[src/rtl/instr_fetch_unit.sv]
// Instruction-fetch initiator: issues word fetches under a prefetch credit limit,
// buffers in-order responses with their PCs and flushes on taken redirects.
module instr_fetch_unit #(
   parameter int unsigned           ADDR_WIDTH = 32,
   parameter int unsigned           DATA_WIDTH = 32,
   parameter logic [ADDR_WIDTH-1:0] BOOT_ADDR  = '0,
   parameter int unsigned           FIFO_DEPTH = 2
) (
   input  logic                  clk_i,
   input  logic                  rst_i,
   output logic                  instr_req_o,
   output logic [ADDR_WIDTH-1:0] instr_addr_o,
   input  logic                  instr_gnt_i,
   input  logic                  instr_rvalid_i,
   input  logic [DATA_WIDTH-1:0] instr_rdata_i,
   output logic                  instr_valid_o,
   output logic [DATA_WIDTH-1:0] instr_o,
   output logic [ADDR_WIDTH-1:0] instr_pc_o,
   input  logic                  instr_ready_i,
   input  logic                  branch_tkn_i,
   input  logic [ADDR_WIDTH-1:0] tgt_addr_i
);
   localparam int unsigned PTR_W = (FIFO_DEPTH > 1) ? $clog2(FIFO_DEPTH) : 1;
   localparam int unsigned CNT_W = PTR_W + 1;
   localparam logic [CNT_W:0]        DEPTH_C = (CNT_W + 1)'(FIFO_DEPTH);
   localparam logic [ADDR_WIDTH-1:0] STEP    = ADDR_WIDTH'(4);

   typedef enum logic [1:0] {S_IDLE, S_REQ, S_REQ_STALE} state_e;

   state_e                state_q, state_d;
   logic [ADDR_WIDTH-1:0] req_addr_q, req_addr_d;
   logic [ADDR_WIDTH-1:0] pend_tgt_q, pend_tgt_d;
   logic [ADDR_WIDTH-1:0] rsp_pc_q, rsp_pc_d;
   logic [CNT_W-1:0]      out_q, out_d;
   logic [CNT_W-1:0]      disc_q, disc_d;
   logic [CNT_W-1:0]      cnt_q, cnt_d;
   logic [PTR_W-1:0]      rptr_q, rptr_d;
   logic [PTR_W-1:0]      wptr_q, wptr_d;
   logic [ADDR_WIDTH-1:0] pc_mem_q [FIFO_DEPTH];
   logic [ADDR_WIDTH-1:0] pc_mem_d [FIFO_DEPTH];
   logic [DATA_WIDTH-1:0] data_mem_q [FIFO_DEPTH];
   logic [DATA_WIDTH-1:0] data_mem_d [FIFO_DEPTH];

   logic                  hold, pend, pop, push, credit, req, gnt_acc, pend_d;
   logic [CNT_W:0]        used;
   logic [ADDR_WIDTH-1:0] tgt_al;

   // A same-cycle pop frees its slot, which keeps one fetch per cycle at depth 2.
   always_comb begin
      hold    = (state_q != S_IDLE);
      pend    = (state_q == S_REQ_STALE);
      pop     = (cnt_q != '0) && instr_ready_i;
      used    = {1'b0, out_q} + {1'b0, cnt_q} - (CNT_W + 1)'(pop);
      credit  = (used < DEPTH_C);
      req     = ~rst_i & (hold | credit);
      gnt_acc = req & instr_gnt_i;
      push    = instr_rvalid_i & (disc_q == '0) & ~branch_tkn_i;
      tgt_al  = tgt_addr_i & ~ADDR_WIDTH'(3);
   end

   always_comb begin
      req_addr_d = req_addr_q;
      pend_tgt_d = pend_tgt_q;
      pend_d     = pend;
      if (gnt_acc) begin
         req_addr_d = pend ? pend_tgt_q : req_addr_q + STEP;
         pend_d     = 1'b0;
      end
      if (branch_tkn_i) begin
         if (req && !instr_gnt_i) begin
            pend_d     = 1'b1;
            pend_tgt_d = tgt_al;
         end else begin
            req_addr_d = tgt_al;
         end
      end
      if (req && !instr_gnt_i) state_d = pend_d ? S_REQ_STALE : S_REQ;
      else                     state_d = S_IDLE;
   end

   // A stale request granted after its redirect is owed one extra discard.
   always_comb begin
      out_d  = out_q + CNT_W'(gnt_acc) - CNT_W'(instr_rvalid_i);
      disc_d = disc_q;
      if (instr_rvalid_i && (disc_q != '0)) disc_d = disc_d - CNT_W'(1);
      if (gnt_acc && pend)                  disc_d = disc_d + CNT_W'(1);
      if (branch_tkn_i)                     disc_d = out_d;
   end

   always_comb begin
      cnt_d      = cnt_q;
      rptr_d     = rptr_q;
      wptr_d     = wptr_q;
      rsp_pc_d   = rsp_pc_q;
      pc_mem_d   = pc_mem_q;
      data_mem_d = data_mem_q;
      if (branch_tkn_i) begin
         cnt_d    = '0;
         rptr_d   = '0;
         wptr_d   = '0;
         rsp_pc_d = tgt_al;
      end else begin
         if (push) begin
            pc_mem_d[wptr_q]   = rsp_pc_q;
            data_mem_d[wptr_q] = instr_rdata_i;
            wptr_d             = wptr_q + PTR_W'(1);
            rsp_pc_d           = rsp_pc_q + STEP;
         end
         if (pop) rptr_d = rptr_q + PTR_W'(1);
         cnt_d = cnt_q + CNT_W'(push) - CNT_W'(pop);
      end
   end

   always_ff @(posedge clk_i or posedge rst_i) begin
      if (rst_i) begin
         state_q    <= S_IDLE;
         req_addr_q <= BOOT_ADDR;
         pend_tgt_q <= '0;
         rsp_pc_q   <= BOOT_ADDR;
         out_q      <= '0;
         disc_q     <= '0;
         cnt_q      <= '0;
         rptr_q     <= '0;
         wptr_q     <= '0;
         pc_mem_q   <= '{default: '0};
         data_mem_q <= '{default: '0};
      end else begin
         state_q    <= state_d;
         req_addr_q <= req_addr_d;
         pend_tgt_q <= pend_tgt_d;
         rsp_pc_q   <= rsp_pc_d;
         out_q      <= out_d;
         disc_q     <= disc_d;
         cnt_q      <= cnt_d;
         rptr_q     <= rptr_d;
         wptr_q     <= wptr_d;
         pc_mem_q   <= pc_mem_d;
         data_mem_q <= data_mem_d;
      end
   end

   always_comb begin
      instr_req_o   = req;
      instr_addr_o  = req_addr_q;
      instr_valid_o = (cnt_q != '0);
      instr_o       = instr_valid_o ? data_mem_q[rptr_q] : '0;
      instr_pc_o    = instr_valid_o ? pc_mem_q[rptr_q] : '0;
   end

endmodule

[config.mk]
export PLATFORM = sky130hd
export DESIGN_NAME = instr_fetch_unit
export DESIGN_NICKNAME = d
export VERILOG_FILES = /design/src/rtl/instr_fetch_unit.sv
export SDC_FILE = /design/constraint.sdc
export NUM_CORES = 1
export LEC_CHECK = 0
export CAP_MARGIN = 40
export CORE_MARGIN = 1.5
export CORE_UTILIZATION = 36
export CTS_CLUSTER_DIAMETER = 40
export DETAILED_ROUTE_END_ITERATION = 6
export DONT_BUFFER_PORTS = 1
export PLACE_DENSITY = 0.61
export SLEW_MARGIN = 20
export SYNTH_ARGS = -nofsm -noshare
export SYNTH_HDL_FRONTEND = slang
export SYNTH_SLANG_ARGS = --single-unit
[constraint.sdc]
create_clock -name clk_i -period 10 [get_ports clk_i]
set_clock_uncertainty 0.2 [all_clocks]
set_input_delay 1.5 -clock clk_i [delete_from_list [all_inputs] [get_ports clk_i]]
set_output_delay 1.5 -clock clk_i [all_outputs]
set_load 0.01 [all_outputs]
Word level (Yosys, flattened, before mapping):

Index checks and enable logic that the tools add are counted.

* output and inout port bits: 98
* bits in read-only memories: 0
* RAM bits: 0
* memories: 0
* bits of input ports: 70
* bits in latches: 0
* register bits: 232

* $add $sub $neg: 12
* reduce and logical (&&, ||, !) cells: 14
* bitwise logic cells: 9
* $mul: 0
* mux-type cells: 31
* div/mod/pow operators: 0
* shift-type cells: 0
* $lt $le $gt $ge: 4
* equal/unequal tests: 1

Operators by type and width (number)
* two-way mux 32 bit: 15
* bitwise mux 64 bit: 2
* adder 32 x 3 -> 32 bit, second input constant: 2
* demux 32 bit (select 1 bit): 1
* two-way mux 2 bit: 6
* nonzero test 2 bit: 5
* two-way mux 1 bit: 7
* logical AND 1 bit: 5
* adder 2 x 1 -> 2 bit: 2
* AND 1 bit: 4
* greater-or-equal comparator 2 bit, second input constant: 2
* NOT 1 -> 2 bit: 2
* AND reduction 2 bit: 2
* subtractor 2 x 1 -> 2 bit: 2
* adder 2 x 2 -> 3 bit: 1
* < comparator 3 x 2 -> 1 bit, second input constant: 1
* subtractor 3 x 1 -> 3 bit: 1
* adder 1 bit, second input constant: 2
* adder 2 x 1 -> 2 bit, second input constant: 1
* == test 2 bit, second input constant: 1
* logical NOT 2 bit: 1
* < comparator 2 x 1 -> 1 bit, second input constant: 1
* NOT 1 bit: 2
* subtractor 2 x 1 -> 2 bit, second input constant: 1
* 2 further kinds: 2

Longest topological paths before layout:

* word-level depth: 12
* gate-level depth with buffers: 15

Least setup slack after synthesis:

No wires, ideal clock.

* path kind: input to output
* start: input instr_ready_i
* end: output instr_req_o
* arrival: 3.061 ns
* stages on the path: 7
* path slack: 5.239 ns
* data required time: 8.300 ns
* path buffers: 0
* path through: nor2b_1 -> ha_1 -> nand2b_1 -> fa_1 -> xor2_1 -> a21oi_1 -> nor2_1

* longest elaborated chain between the ends: 5

RTL lines
* start: declaration: line 19 `input logic instr_ready_i,`
* logical AND 1 bit: line 52 `pop = (cnt_q != '0) && instr_ready_i;`
* subtractor 3 x 1 -> 3 bit: line 53 `used = {1'b0, out_q} + {1'b0, cnt_q} - (CNT_W + 1)'(pop);`
* < comparator 3 x 2 -> 1 bit: line 54 `credit = (used < DEPTH_C);`
* OR 1 bit: line 55 `req = ~rst_i & (hold | credit);`
* AND 1 bit: line 55
* end: declaration: line 11 `output logic instr_req_o,`

No other way between the ends.

Final worst setup path:

* start: register cnt_q[1]
* end: register disc_q[1]

* longest elaborated chain between the ends: 10
* elaborated cells between the ends (all ways): 13
* classes of those cells: add/sub: 4; order compare: 1; mux: 2; bitwise: 3; reduce/logical: 3

RTL lines
* start: declaration: line 36 `logic [CNT_W-1:0] cnt_q, cnt_d;`
* start signal: assignment: line 134 `cnt_q <= cnt_d;`
* branches (longest 2 deep; another with adder 2 x 2 -> 3 bit)
* subtractor 3 x 1 -> 3 bit *: line 53
* < comparator 3 x 2 -> 1 bit *: line 54
* OR 1 bit *: line 55
* AND 1 bit *: line 55
* AND 1 bit *: line 56 `gnt_acc = req & instr_gnt_i;`
* adder 2 x 1 -> 2 bit *: line 83 `out_d = out_q + CNT_W'(gnt_acc) - CNT_W'(instr_rvalid_i);`
* subtractor 2 x 1 -> 2 bit *: line 83
* via out_d[1]: line 34 `logic [CNT_W-1:0] out_q, out_d;`
* two-way mux 2 bit *: line 87 `if (branch_tkn_i) disc_d = out_d;`
* via disc_d[1]: line 35 `logic [CNT_W-1:0] disc_q, disc_d;`
* end signal: assignment: line 133 `disc_q <= disc_d;`
* end: declaration: line 35

Mark *: on every way through the listed nets, which the timed path passes.
A chain may end at the register's enable or synchronous reset.

==> impl_metrics.tcl <==
set metrics [dict create \
    critPathKind "register to register" \
    hold_viol 0 \
    die_h_um 180 \
    slew-limit-headroom_pct 49.4 \
    cts_htree_levels 2 \
    ys_ff_latch 226 \
    vias 7820 \
    seqPwrFrac_pct 38.1 \
    slew_viol_final 0 \
    clk_path_buf_depth 3 \
    synth.avg_cell_area_um2 10.8 \
    synth_cells 1040 \
    area_delta_synth_final_pct 17.4 \
    fmax_mhz 187 \
    fin_ws_ns 4.66 \
    clock_latency_ns 0.53 \
    layout.nets 1115 \
    start_kind "register" \
    dpl.hpwl_um 18300 \
    timing.final.crit_share_pct 53.4 \
    post_dp_cell_area_um2 11800 \
    cp.buffers_inverters 5 \
    async_flop_share_pct 100 \
    setup-tns-final_ns 0 \
    cts_setup_buffers 0 \
    clkPwrFrac_pct 34.3 \
    grt_pass1_vias 7807 \
    die_w_um 180 \
    grt_usage_pct 17.0 \
    crit_path_frequent_cell "ha_1" \
    p_switching_mw 1.36 \
    grt_pass1_wl_um 44500 \
    rsz0062_at_grt "no" \
    antenna_found_initial 0 \
    critPathRequiredTime_ns 10.19 \
    seq_area_frac_synth_pct 50.4 \
    cts_resized 0 \
    layout.cells.non_filler 1461 \
    synth_warnings 0 \
    cap_viol_max_count 0 \
    antennaDiodeCount 0 \
    worst_slew_pin_slew_ns 0.752 \
    worst_path_largest_cell_delay_ns 0.56 \
    clk_pin_slew_ns 0.05 \
    fillCellCount 2909 \
    path_delay_family "buffers and inverters" \
    routedWlPerCell_um 18.8 \
    drc 0 \
    p_comb_share_pct 27.6 \
    power_density_nw_per_um2 313 \
    fin_area_um2 13200 \
    peakVddDrop_mv 0.181 \
    p_total_mw 4.13 \
    crit_arrival_ns 5.54 \
    drive_gt1_share_pct 23.9 \
    first_pass_iters 5 \
    hold_path_class "register to register" \
    netlist_area_um2 11200 \
    cp-end-kind "register" \
    min_period_ns 5.34 \
    clockRootBuffer "clkbuf_16" \
    path_cells "nor2_4, buf_4, nor2b_1, ha_1, nand2b_1, fa_1, xor2_1, a22o_1, buf_8, clkinv_1, buf_4, ha_1, inv_1, ha_1, xnor2_1, xnor2_1, a21o_1" \
    place.gp.congestion 0.794 \
    setup_viol 0 \
    synth_cell_types 60 \
    portBuffers 0 \
    initial_core_util_pct 36.7 \
    p_int_mw 2.76 \
    synth_edf_count 0 \
    place_ws_ns 4.24 \
    grt_start_max_net_pins 97 \
    status "finished clean" \
    cts_hold_buf 0 \
    dp_cells 1389 \
    cpMaxStageDelayCell "buf_4" \
    die_area_um2 32200 \
    coreArea_um2 30600 \
    swShare_pct 33.1 \
    wl_um 27400 \
    cts_tree "done" \
    p_leak_nw 5.50 \
    pin_count 168 \
    synthFlopType "dfrtp_1" \
    cts_buffers 40 \
    clkSinkCount 226 \
    num_rows 64 \
    ant_nets 0 \
    drtIter0Drc 455 \
    via_per_inst 5.35 \
    grt_overflow 0 \
    crit_fanout 64 \
]
==> cell families after synthesis <==
logic type | share of synthesized area (%)
buffers and inverters | 2.98
muxes | 21.1
DFF | 50.4
and+or+nand+nor | 12.7
xor gates and xnor gates | 2.97
other | 0.0334
adders and majority gates | 1.18
AOI/OAI and AO/OA | 8.56
==> final timing paths <==
check	startpoint	end	slack [ns]	cells past startpoint
worst max-delay path	cnt_q[1]$_DFF_PP0_	disc_q[1]$_DFF_PP0_	4.66	17
max in group asynchronous	rst_i	data_mem_q[55]$_DFFE_PP0P_	7.78	3
worst min-delay path	pc_mem_q[24]$_DFFE_PP0P_	pc_mem_q[24]$_DFFE_PP0P_	0.28	2
worst max register to register	cnt_q[1]$_DFF_PP0_	disc_q[1]$_DFF_PP0_	4.66	17
worst min register to register	pc_mem_q[24]$_DFFE_PP0P_	pc_mem_q[24]$_DFFE_PP0P_	0.28	2
min in group asynchronous	rst_i	pend_tgt_q[14]$_DFFE_PP0P_	0.75	1
==> power by group through the flow <==
stage | clock (mW) | sequential (mW) | combinational (mW)
final | 1.41 | 1.57 | 1.14
after global routing | 1.50 | 1.63 | 1.27
after CTS | 1.45 | 1.57 | 1.16
after detailed placement | 0 | 1.59 | 1.15
after global placement | 0 | 1.57 | 1.10
after floorplan | 0 | 1.49 | 0.935
==> synth_stat cells, types with 11 or more instances <==
| library cell | number | share of area (%) |
|---|---|---|
| nor3_1 | 14 | 0.62 |
| nand2_1 | 84 | 2.8 |
| and3_1 | 13 | 0.73 |
| o31ai_1 | 13 | 0.87 |
| mux2i_1 | 67 | 6.0 |
| clkbuf_1 | 56 | 1.9 |
| nand4_1 | 11 | 0.61 |
| mux2_2 | 151 | 15 |
| nor2_1 | 113 | 3.8 |
| dfrtp_1 | 226 | 50 |
| a21oi_1 | 32 | 1.4 |
| xnor2_1 | 29 | 2.3 |
| nand3_1 | 27 | 1.2 |
| inv_1 | 17 | 0.57 |
| nor4_1 | 14 | 0.78 |
| o21ai_0 | 59 | 2.6 |
==> final cells by class <==
class | count | area (µm²) | share of cell area [%]
tap | 396 | 495 | 3.76
sequential | 226 | 5660 | 43.0
multi-input combinational | 731 | 5270 | 40.0
timing repair buffer | 18 | 255 | 1.94
clock buffer | 50 | 1110 | 8.42
inverter | 18 | 75.1 | 0.570
clock inverter | 22 | 309 | 2.35
==> sequential cells by signal (all words and copies together), names as in the netlist <==
register and cells:
cnt_q 2, data_mem_q 64, out_q 2, pend_tgt_q 30
instr_addr_o 32, disc_q 2, state_q 2, rsp_pc_q 30
rptr_q 1, wptr_q 1, pc_mem_q 60
==> placed cells by master, fill, tap and decap left out, types with 12 or more instances in the layout <==
cell type    n
dfrtp_1    225
and3_1      13
nand2_1     84
clkbuf_16   40
nor2_1     110
mux2_2     151
o21ai_0     59
nor4_1      14
a21oi_1     32
o31ai_1     12
nor3_1      14
mux2i_1     67
inv_1       16
xnor2_1     29
nand3_1     27
==> layer usage <==
layer  part of all wire [%]  GRT usage, %  vias up
met5                      0             0        -
met2                     43          25.1      235
met4                    2.0          4.37        0
met1                     47          23.8     3844
met3                    8.4          5.83       47
li1                       -             -     3694
==> per-stage QoR <==
| stage | utilization [%] | hold slack (ns) |
|---|---|---|
| final | 43.1 | 0.281 |
| after global routing | 43.1 | 0.310 |
| after CTS | 43.1 | 0.282 |
| after detailed placement | 38.4 | 0.271 |
| after global placement | 37.9 | 0.263 |
| after floorplan | - | 0.250 |
==> tightest hold or removal path, cell delays in order (launching register included) <==
cell and delay, ns:
dfrtp_1 0.33, nand2_1 0.05, o21ai_0 0.06
Power figures use the tool's default switching activity.
